===== config.mk =====
export PLATFORM = sky130hd
export DESIGN_NAME = hazard_scheduler
export DESIGN_NICKNAME = d
export VERILOG_FILES = /design/src/rtl/pipeline_pkg.sv /design/src/rtl/forwarding_unit.sv /design/src/rtl/hazard_scheduler.sv
export SDC_FILE = /design/constraint.sdc
export NUM_CORES = 1
export LEC_CHECK = 0
export CAP_MARGIN = 10
export CELL_PAD_IN_SITES_DETAIL_PLACEMENT = 1
export CELL_PAD_IN_SITES_GLOBAL_PLACEMENT = 1
export CORE_MARGIN = 2
export CORE_UTILIZATION = 30
export DETAILED_ROUTE_END_ITERATION = 6
export PLACE_DENSITY = 0.73
export SYNTH_ARGS = -nofsm -noshare
export SYNTH_HDL_FRONTEND = slang
export SYNTH_SLANG_ARGS = --single-unit
export TNS_END_PERCENT = 30

===== constraint.sdc =====
create_clock -name clk -period 2.4 [get_ports clk]
set_input_delay 0.48 -clock clk [delete_from_list [all_inputs] [get_ports clk]]
set_output_delay 0.48 -clock clk [all_outputs]
set_load 0.005 [all_outputs]

===== src/rtl/pipeline_pkg.sv =====
// Shared pipeline types: forwarding selects, hazard FSM states and load/drain constants.
package pipeline_pkg;

    typedef enum logic [1:0] {
        FWD_NONE = 2'b00,
        FWD_WB   = 2'b01,
        FWD_MEM  = 2'b10
    } fwd_sel_t;

    typedef enum logic [1:0] {
        RUN    = 2'b00,
        DRAIN  = 2'b01,
        HALTED = 2'b10
    } hz_state_t;

    localparam logic [1:0]  RESULT_SRC_LOAD = 2'b01;
    localparam int unsigned DRAIN_CYCLES    = 3;

    // Memory-stage result is newer than writeback, so it wins when both match.
    function automatic fwd_sel_t fwd_pick(
        input logic [4:0] rs,
        input logic [4:0] rd_m,
        input logic [4:0] rd_w,
        input logic       wr_m,
        input logic       wr_w
    );
        if (wr_m && (rd_m != '0) && (rd_m == rs)) return FWD_MEM;
        if (wr_w && (rd_w != '0) && (rd_w == rs)) return FWD_WB;
        return FWD_NONE;
    endfunction

endpackage


===== src/rtl/forwarding_unit.sv =====
// Combinational operand-forwarding select for both Execute-stage source operands.
module forwarding_unit
    import pipeline_pkg::*;
(
    input  logic [4:0] i_rs1_e,
    input  logic [4:0] i_rs2_e,
    input  logic [4:0] i_rd_m,
    input  logic [4:0] i_rd_w,
    input  logic       i_reg_write_m,
    input  logic       i_reg_write_w,
    output logic [1:0] o_forward_a,
    output logic [1:0] o_forward_b
);

    assign o_forward_a = fwd_pick(i_rs1_e, i_rd_m, i_rd_w, i_reg_write_m, i_reg_write_w);
    assign o_forward_b = fwd_pick(i_rs2_e, i_rd_m, i_rd_w, i_reg_write_m, i_reg_write_w);

endmodule


===== src/rtl/hazard_scheduler.sv =====
// Pipeline hazard control: load-use stall, branch flush, debug-halt drain FSM
// and saturating stall/flush event counters.
module hazard_scheduler
    import pipeline_pkg::*;
(
    input  logic        clk,
    input  logic        rst,
    input  logic [4:0]  Rs1_D,
    input  logic [4:0]  Rs2_D,
    input  logic [4:0]  Rs1_E,
    input  logic [4:0]  Rs2_E,
    input  logic [4:0]  Rd_E,
    input  logic [4:0]  Rd_M,
    input  logic [4:0]  Rd_W,
    input  logic        RegWrite_E,
    input  logic        RegWrite_M,
    input  logic        RegWrite_W,
    input  logic [1:0]  ResultSrc_E,
    input  logic        PCSrc_E,
    input  logic        halt_req,
    output logic        halt_ack,
    output logic        Stall_F,
    output logic        Stall_D,
    output logic        Flush_D,
    output logic        Flush_E,
    output logic [1:0]  ForwardA_E,
    output logic [1:0]  ForwardB_E,
    output logic [31:0] stall_cnt,
    output logic [31:0] flush_cnt,
    input  logic        cnt_clr
);

    localparam logic [1:0] DRAIN_LAST = 2'(DRAIN_CYCLES - 1);

    hz_state_t   r_state;
    logic [1:0]  r_drain_cnt;
    logic        r_halt_ack;
    logic [31:0] r_stall_cnt;
    logic [31:0] r_flush_cnt;

    logic w_lw_stall;
    logic w_stall;
    logic w_flush_d;
    logic w_flush_e;
    logic w_unused;

    assign w_unused = RegWrite_E;

    forwarding_unit u_forwarding_unit (
        .i_rs1_e       (Rs1_E),
        .i_rs2_e       (Rs2_E),
        .i_rd_m        (Rd_M),
        .i_rd_w        (Rd_W),
        .i_reg_write_m (RegWrite_M),
        .i_reg_write_w (RegWrite_W),
        .o_forward_a   (ForwardA_E),
        .o_forward_b   (ForwardB_E)
    );

    assign w_lw_stall = (ResultSrc_E == RESULT_SRC_LOAD) && (Rd_E != '0) &&
                        ((Rd_E == Rs1_D) || (Rd_E == Rs2_D));

    // A taken branch overrides every other stall source so the redirect is never lost.
    always_comb begin
        w_stall   = w_lw_stall;
        w_flush_d = 1'b0;
        w_flush_e = w_lw_stall;
        if (r_state != RUN) begin
            w_stall   = 1'b1;
            w_flush_e = 1'b1;
        end
        if (PCSrc_E) begin
            w_stall   = 1'b0;
            w_flush_d = 1'b1;
            w_flush_e = 1'b1;
        end
    end

    always_ff @(posedge clk or negedge rst) begin
        if (!rst) begin
            r_state     <= RUN;
            r_drain_cnt <= '0;
            r_halt_ack  <= 1'b0;
        end else begin
            case (r_state)
                RUN: begin
                    if (halt_req) begin
                        r_state     <= DRAIN;
                        r_drain_cnt <= '0;
                    end
                end
                DRAIN: begin
                    if (!halt_req) begin
                        r_state <= RUN;
                    end else if (PCSrc_E) begin
                        r_drain_cnt <= '0;
                    end else if (r_drain_cnt == DRAIN_LAST) begin
                        r_state    <= HALTED;
                        r_halt_ack <= 1'b1;
                    end else begin
                        r_drain_cnt <= r_drain_cnt + 2'd1;
                    end
                end
                HALTED: begin
                    if (!halt_req) begin
                        r_state    <= RUN;
                        r_halt_ack <= 1'b0;
                    end
                end
                default: begin
                    r_state    <= RUN;
                    r_halt_ack <= 1'b0;
                end
            endcase
        end
    end

    always_ff @(posedge clk or negedge rst) begin
        if (!rst) begin
            r_stall_cnt <= '0;
            r_flush_cnt <= '0;
        end else if (cnt_clr) begin
            r_stall_cnt <= '0;
            r_flush_cnt <= '0;
        end else begin
            if (w_stall && (r_stall_cnt != '1)) r_stall_cnt <= r_stall_cnt + 32'd1;
            if (w_flush_d && (r_flush_cnt != '1)) r_flush_cnt <= r_flush_cnt + 32'd1;
        end
    end

    assign Stall_F   = w_stall;
    assign Stall_D   = w_stall;
    assign Flush_D   = w_flush_d;
    assign Flush_E   = w_flush_e;
    assign halt_ack  = r_halt_ack;
    assign stall_cnt = r_stall_cnt;
    assign flush_cnt = r_flush_cnt;

endmodule


### Yosys cells after proc, flatten, opt, wreduce, memory -nomap -nowiden

Cells that the tools add are included.
W data, S select, Z words.

| word-level totals | value |
|---|---|
| output and inout port bits | 73 |
| word-level logic and storage cells | 89 |
| register bits after elaboration | 69 |
| input port bits | 45 |

| operators by class | value |
|---|---|
| equality and inequality tests | 20 |
| reduce and logical (&&, ||, !) cells | 22 |
| add/subtract/negate cells | 3 |
| bitwise operators | 1 |
| mux-type cells | 38 |

Operators with widths:

| operator | count |
|---|---|
| $mux W32 | 4 |
| $add A32 B1 Y32 const B | 2 |
| $ne A32 B32 Y1 const B | 2 |
| $mux W2 | 17 |
| $eq A5 B5 Y1 | 6 |
| $reduce_bool A5 Y1 | 3 |
| $mux W1 | 14 |
| $logic_and A1 B1 Y1 | 10 |
| $ne A2 B2 Y1 const B | 5 |
| $ne A3 B3 Y1 const B | 3 |
| $reduce_and A4 Y1 | 2 |
| $reduce_bool A2 Y1 | 4 |
| $pmux W2 S3 | 1 |
| $reduce_and A5 Y1 | 1 |
| $eq A2 B1 Y1 const B | 2 |
| $eq A2 B2 Y1 const B | 2 |
| $pmux W2 S2 | 1 |
| $pmux W1 S3 | 1 |
| $add A2 B1 Y2 const B | 1 |
| $logic_not A2 Y1 | 1 |
| $logic_or A1 B1 Y1 | 1 |
| $not A1 Y1 | 1 |

### Logic depth before layout (Yosys ltp)

| depth | value |
|---|---|
| depth after elaboration | 8 |
| depth in mapped cells | 9 |
| depth with buffers taken out | 7 |

### Cells and area by module

Synthesis repeated with hierarchy kept, for this count alone.

| second synthesis, totals | value |
|---|---|
| cells, all modules | 490 |
| area, all modules | 4277.9 um2 |

Modules (own cells, without submodules):

| module | sequential area each (um2) | instances | cells an instance | area an instance (um2) |
|---|---|---|---|---|
| hazard_scheduler | 1726.7 | 1 | 456 | 4007.6 |
| forwarding_unit | 0.0 | 1 | 34 | 270.3 |

### Worst setup path before layout

OpenSTA, ideal clock, no wires.

| path | value |
|---|---|
| path kind | input port to output port |
| start point | input port Rd_E[1] |
| end point | output port Stall_F |
| path slack | 0.095 ns |
| data required time | 1.920 ns |
| stages | 8 |
| path buffers | 3 |
| data arrival time | 1.825 ns |
| cells stage by stage | or4_1 o21ai_2 or2b_1 o22a_1 buf_6 buf_6 inv_2 buf_4 |

| between the ends | value |
|---|---|
| word-level cells in the longest chain between the ends | 5 |
| elaborated cells between the ends (all ways) | 8 |
| those cells by class | 2 x eq/ne; 2 x mux; 4 x reduce/logical |

Ends and longest elaborated chain:

| what | RTL line | source |
|---|---|---|
| start, declared | hazard_scheduler.sv:12 | `input logic [4:0] Rd_E,` |
| $eq A5 B5 Y1 / $reduce_bool A5 Y1 (equally long branches) | hazard_scheduler.sv:61, hazard_scheduler.sv:60 |  |
| $logic_or A1 B1 Y1 / $logic_and A1 B1 Y1 (equally long branches) | hazard_scheduler.sv:61, hazard_scheduler.sv:60 |  |
| $logic_and A1 B1 Y1 * | hazard_scheduler.sv:60 | `assign w_lw_stall = (ResultSrc_E == RESULT_SRC_LOAD) && (Rd_E != '0) &&` |
| $mux W1 * | hazard_scheduler.sv:68 | `if (r_state != RUN) begin` |
| $mux W1 * | hazard_scheduler.sv:72 | `if (PCSrc_E) begin` |
| end, declared | hazard_scheduler.sv:22 | `output logic Stall_F,` |

Mark *: on every way between the ends. The rest lies on a longest branch, timed or not.

### Worst setup path after layout

| path | value |
|---|---|
| start point | input port Rs2_E[4] |
| end point | output port ForwardB_E[0] |

| between the ends | value |
|---|---|
| word-level cells in the longest chain between the ends | 6 |
| elaborated cells between the ends (all ways) | 10 |
| those cells by class | 2 x eq/ne; 6 x mux; 2 x reduce/logical |

Ends and longest elaborated chain:

| what | RTL line | source |
|---|---|---|
| start, declared | hazard_scheduler.sv:11 | `input logic [4:0] Rs2_E,` |
| $eq A5 B5 Y1 | pipeline_pkg.sv:28 | `if (wr_w && (rd_w != '0) && (rd_w == rs)) return FWD_WB;` |
| $logic_and A1 B1 Y1 | pipeline_pkg.sv:28 |  |
| $mux W1 (2 in series) | pipeline_pkg.sv:28 |  |
| $mux W2 | pipeline_pkg.sv:29 | `return FWD_NONE;` |
| $mux W2 * | pipeline_pkg.sv:28 |  |
| end, declared | hazard_scheduler.sv:27 | `output logic [1:0] ForwardB_E,` |

Mark *: on every way between the ends. The rest lies on a longest branch, timed or not. The select of a mux whose other input is x is not followed.

==> results by group <==
Status
  • Status: finished, final reports clean

Min path
  • Worst hold path class: primary input to asynchronous set/reset pin

Timing
  • Final hold vios: 0
  • Setup ws final: 13.3 ps
  • Clock Skew: 5.37 ps
  • Fin crit share: 0.994
  • Min Hold Slack: 174 ps
  • Final Max Tran Viols: 0
  • Max Clock Freq: 419 MHz
  • Post-layout min period: 2390 ps
  • Endpoints failing setup: 0
  • Setup TNS Final: 0 ps
  • Worst-margin pin slew: 748 ps
  • RSZ-0062 raised after global routing: true
  • Slew HR: 0.501

Power and ir drop
  • Leak: 2.63 nW
  • Power per cell area: 439 mW/mm²
  • VDD IR max: 0.306 mV

Global route
  • Initial antenna violation count: 0
  • Gr usage total: 0.204
  • First-pass GRT wire length: 24300 µm
  • GRT overflow: 0
  • Largest net degree at the start of global routing: 37
  • Vias in the first global route: 4738

Logic synthesis
  • Mapped Area: 0.00425 mm²
  • Post-Synthesis Cells: 472
  • Synth Warn #: 0
  • EDFF count, synth: 0
  • Sequential fraction of the synthesis area: 0.406
  • Syn Area/Cell: 9.01 µm²
  • Syn Nets: 520
  • Post-synth top area share: 0.406
  • Count of state elements after synthesis: 69
  • Netlist cell types: 48
  • Area leader, netlist: dfrtp_1
  • Async set-reset flop share out of synthesis: 1.00
  • Most area-consuming cells after synthesis: dfrtp_1, xor2_1, nor2_1
  • Top FF cell, synth: dfrtp_1

CTS
  • CTS Buf Count: 9
  • Root buf cell: clkbuf_16
  • CTS tree: yes
  • Skew-Pair Late Insertion Delay: 340 ps
  • Clk slew on worst S/H paths: 60 ps
  • H-tree depth: 3
  • CTS sink count: 69
  • Max Buffers Root-to-Sink: 2

Placement
  • Dpl cells: 798
  • HPWL Detailed: 10800 µm
  • IO Port Bufs: 116
  • Dpl ws: -825 ps
  • DP Area: 0.00590 mm²
  • Placer Congestion: 0.851

Final layout
  • Combined area of the multi-input logic cells: 0.00256 mm²
  • Final Non-Filler Cells: 822
  • N_diodes: 0
  • FF+latch area: 0.00173 mm²
  • Area grow syn2layout: 51.8%
  • Filler cell count: 1608
  • Share of layout cells above drive strength 1: 0.204
  • NumNets Final: 685
  • Final instance area: 0.00645 mm²

Floorplanning
  • Die ar.: 0.0151 mm²
  • Die H: 123 µm
  • Core area: 0.0139 mm²
  • # IOs: 118
  • Initial Util: 0.306
  • Die width: 123 µm
  • Row Count: 43

Worst setup path
  • Setup CP Type: primary input to output port
  • Launching point of the worst reg2reg path: flush_cnt[5]
  • R2r setup slk: 110 ps
  • Top delay family on crit path: simple AND/OR/NAND/NOR gates
  • Crit path capture type: output port
  • Worst R2R End: flush_cnt[31]
  • Slowest CP cell: or4_4
  • Worst path cell trace: dlygate4sd2_1, xor2_1, or4_4, nor4_4, buf_2
  • Worst path max stage delay: 540 ps
  • Crit Path Max Fanout: 2
  • WP data required: 1920 ps
  • Crit path DAT: 1910 ps
  • CP Launch Type: primary input
  • Cell depth of the worst flop-to-flop path: 6
  • CP Buf/Inv Count: 2

Routing
  • DRC: 0
  • DR WL/cell: 18.6 µm
  • Via count: 4498
  • Via density: 5.47
  • Post-DRT Antenna Nets: 0
  • First drt pass iteration count: 4
  • DRT iter0 DRCs: 151
  • WL final: 15300 µm

Run
  • Max_cap viols: 0
==> cells in the mapped netlist, types with 13 or more instances <==
| cell type | number |
|---|---|
| a21oi_1 | 33 |
| and3_1 | 13 |
| dfrtp_1 | 69 |
| nand2_1 | 28 |
| nand3_1 | 29 |
| nand4_1 | 27 |
| nor2_1 | 48 |
| o21ai_0 | 19 |
| o31ai_1 | 15 |
| or3_1 | 16 |
| or4_1 | 18 |
| xor2_1 | 44 |
==> worst register-to-register path, delay by kind of cell, from the launching register on <==
| kind | cells | cell delay (ps) |
|---|---|---|
| simple gates | 4 | 1060 |
| xor+xnor | 1 | 180 |
| compound gates | 1 | 480 |
| flops | 1 | 440 |
==> report_power, final <==
part           leakage [nW]  internal (mW)  switching [mW]  total, mW
logic                  1.55          0.175           0.185      0.361
clock network         0.130          0.754           0.530       1.28
registers             0.950           1.17          0.0138       1.19
total                  2.63           2.10           0.729       2.83
==> logic make-up (layout without fill, tap and decap cells) <==
group	count (synthesis)	after routing	synth area share
XOR/XNOR	56	56	0.115
adder cells (fa/ha/maj)	3	3	0.00883
AND/OR/NAND/NOR	224	224	0.292
flip-flops	69	69	0.406
multiplexers	7	7	0.0179
buffers and inverters	30	200	0.0380
AO/OA/AOI/OAI	83	83	0.122
==> repair_timing <==
| action | 4_1_cts | 5_1_grt |
|---|---|---|
| hold buffers | 0 | 0 |
| cloned | 2 | 0 |
| buffers inserted | 5 | 3 |
| resized for setup | 101 | 21 |
| setup endpoints to repair | 28 | 37 |
| pin swaps | 32 | 14 |
| endpoints found under the hold margin | 0 | 0 |
==> sequential cells by signal, indices dropped and copies added, names as in the netlist <==
name and flops:
flush_cnt 32, halt_ack 1, r_drain_cnt 2, r_state 2, stall_cnt 32
==> final cells by class <==
type	instances	area share
Timing Repair Buffer	173	0.249
Multi-Input combinational cell	373	0.397
Clock inverter	5	0.00543
Clock buffer	11	0.0392
Inverter	11	0.00640
Tap cell	180	0.0349
Sequential cell	69	0.268
==> metrics by stage <==
stage / utilization / power [mW]
global placement: 0.425 / 1.52
CTS: 0.458 / 2.84
finish: 0.465 / 2.83
global route: 0.465 / 2.92
detailed placement: 0.425 / 1.54
floorplan: - / 1.33
==> layout by cell type (no fill, tap or decap), types with 3 or more instances in the layout <==
master,instances
nand2_1,27
o31ai_1,15
nor3_1,6
and2_1,7
a31oi_1,3
nor2_1,48
nor4_1,5
dfrtp_1,67
nor2b_1,3
xnor2_1,12
nor4_4,3
clkbuf_16,9
xor2_2,3
buf_4,51
or3_1,14
or4_1,11
ha_1,3
inv_1,10
nand3_1,29
nor3_2,3
dlymetal6s2s_1,6
and4_1,8
nand4_1,27
a21oi_2,6
or4_4,7
clkdlybuf4s50_1,74
xor2_1,41
dlygate4sd2_1,20
clkinvlp_4,4
o21ai_0,17
a21oi_1,27
buf_2,11
and3_1,13
==> worst max path at each step <==
stage / start / end / slack, ps / depth (start not counted)
4_1_cts: Rd_M[1] / ForwardB_E[0] / 10 / 7
3_5_place_dp: Rd_M[1] / ForwardB_E[0] / -820 / 6
3_3_place_gp: Rd_M[4] / ForwardA_E[0] / -640 / 6
2_1_floorplan: Rd_E[1] / Stall_F / 100 / 8
5_1_grt: Rd_W[0] / ForwardB_E[0] / -10 / 6
6_report: Rs2_E[4] / ForwardB_E[0] / 10 / 5
==> per-layer routing <==
layer / wire [µm] / track usage / share of wire / vias up
met3: 717 / 0.0332 / 0.047 / 25
met1: 6490 / 0.253 / 0.42 / 2268
met2: 7780 / 0.360 / 0.51 / 133
met5: 0 / 0 / 0 / -
met4: 321 / 0.0668 / 0.021 / 0
li1: - / - / - / 2072
Power figures use the tool's default switching activity.
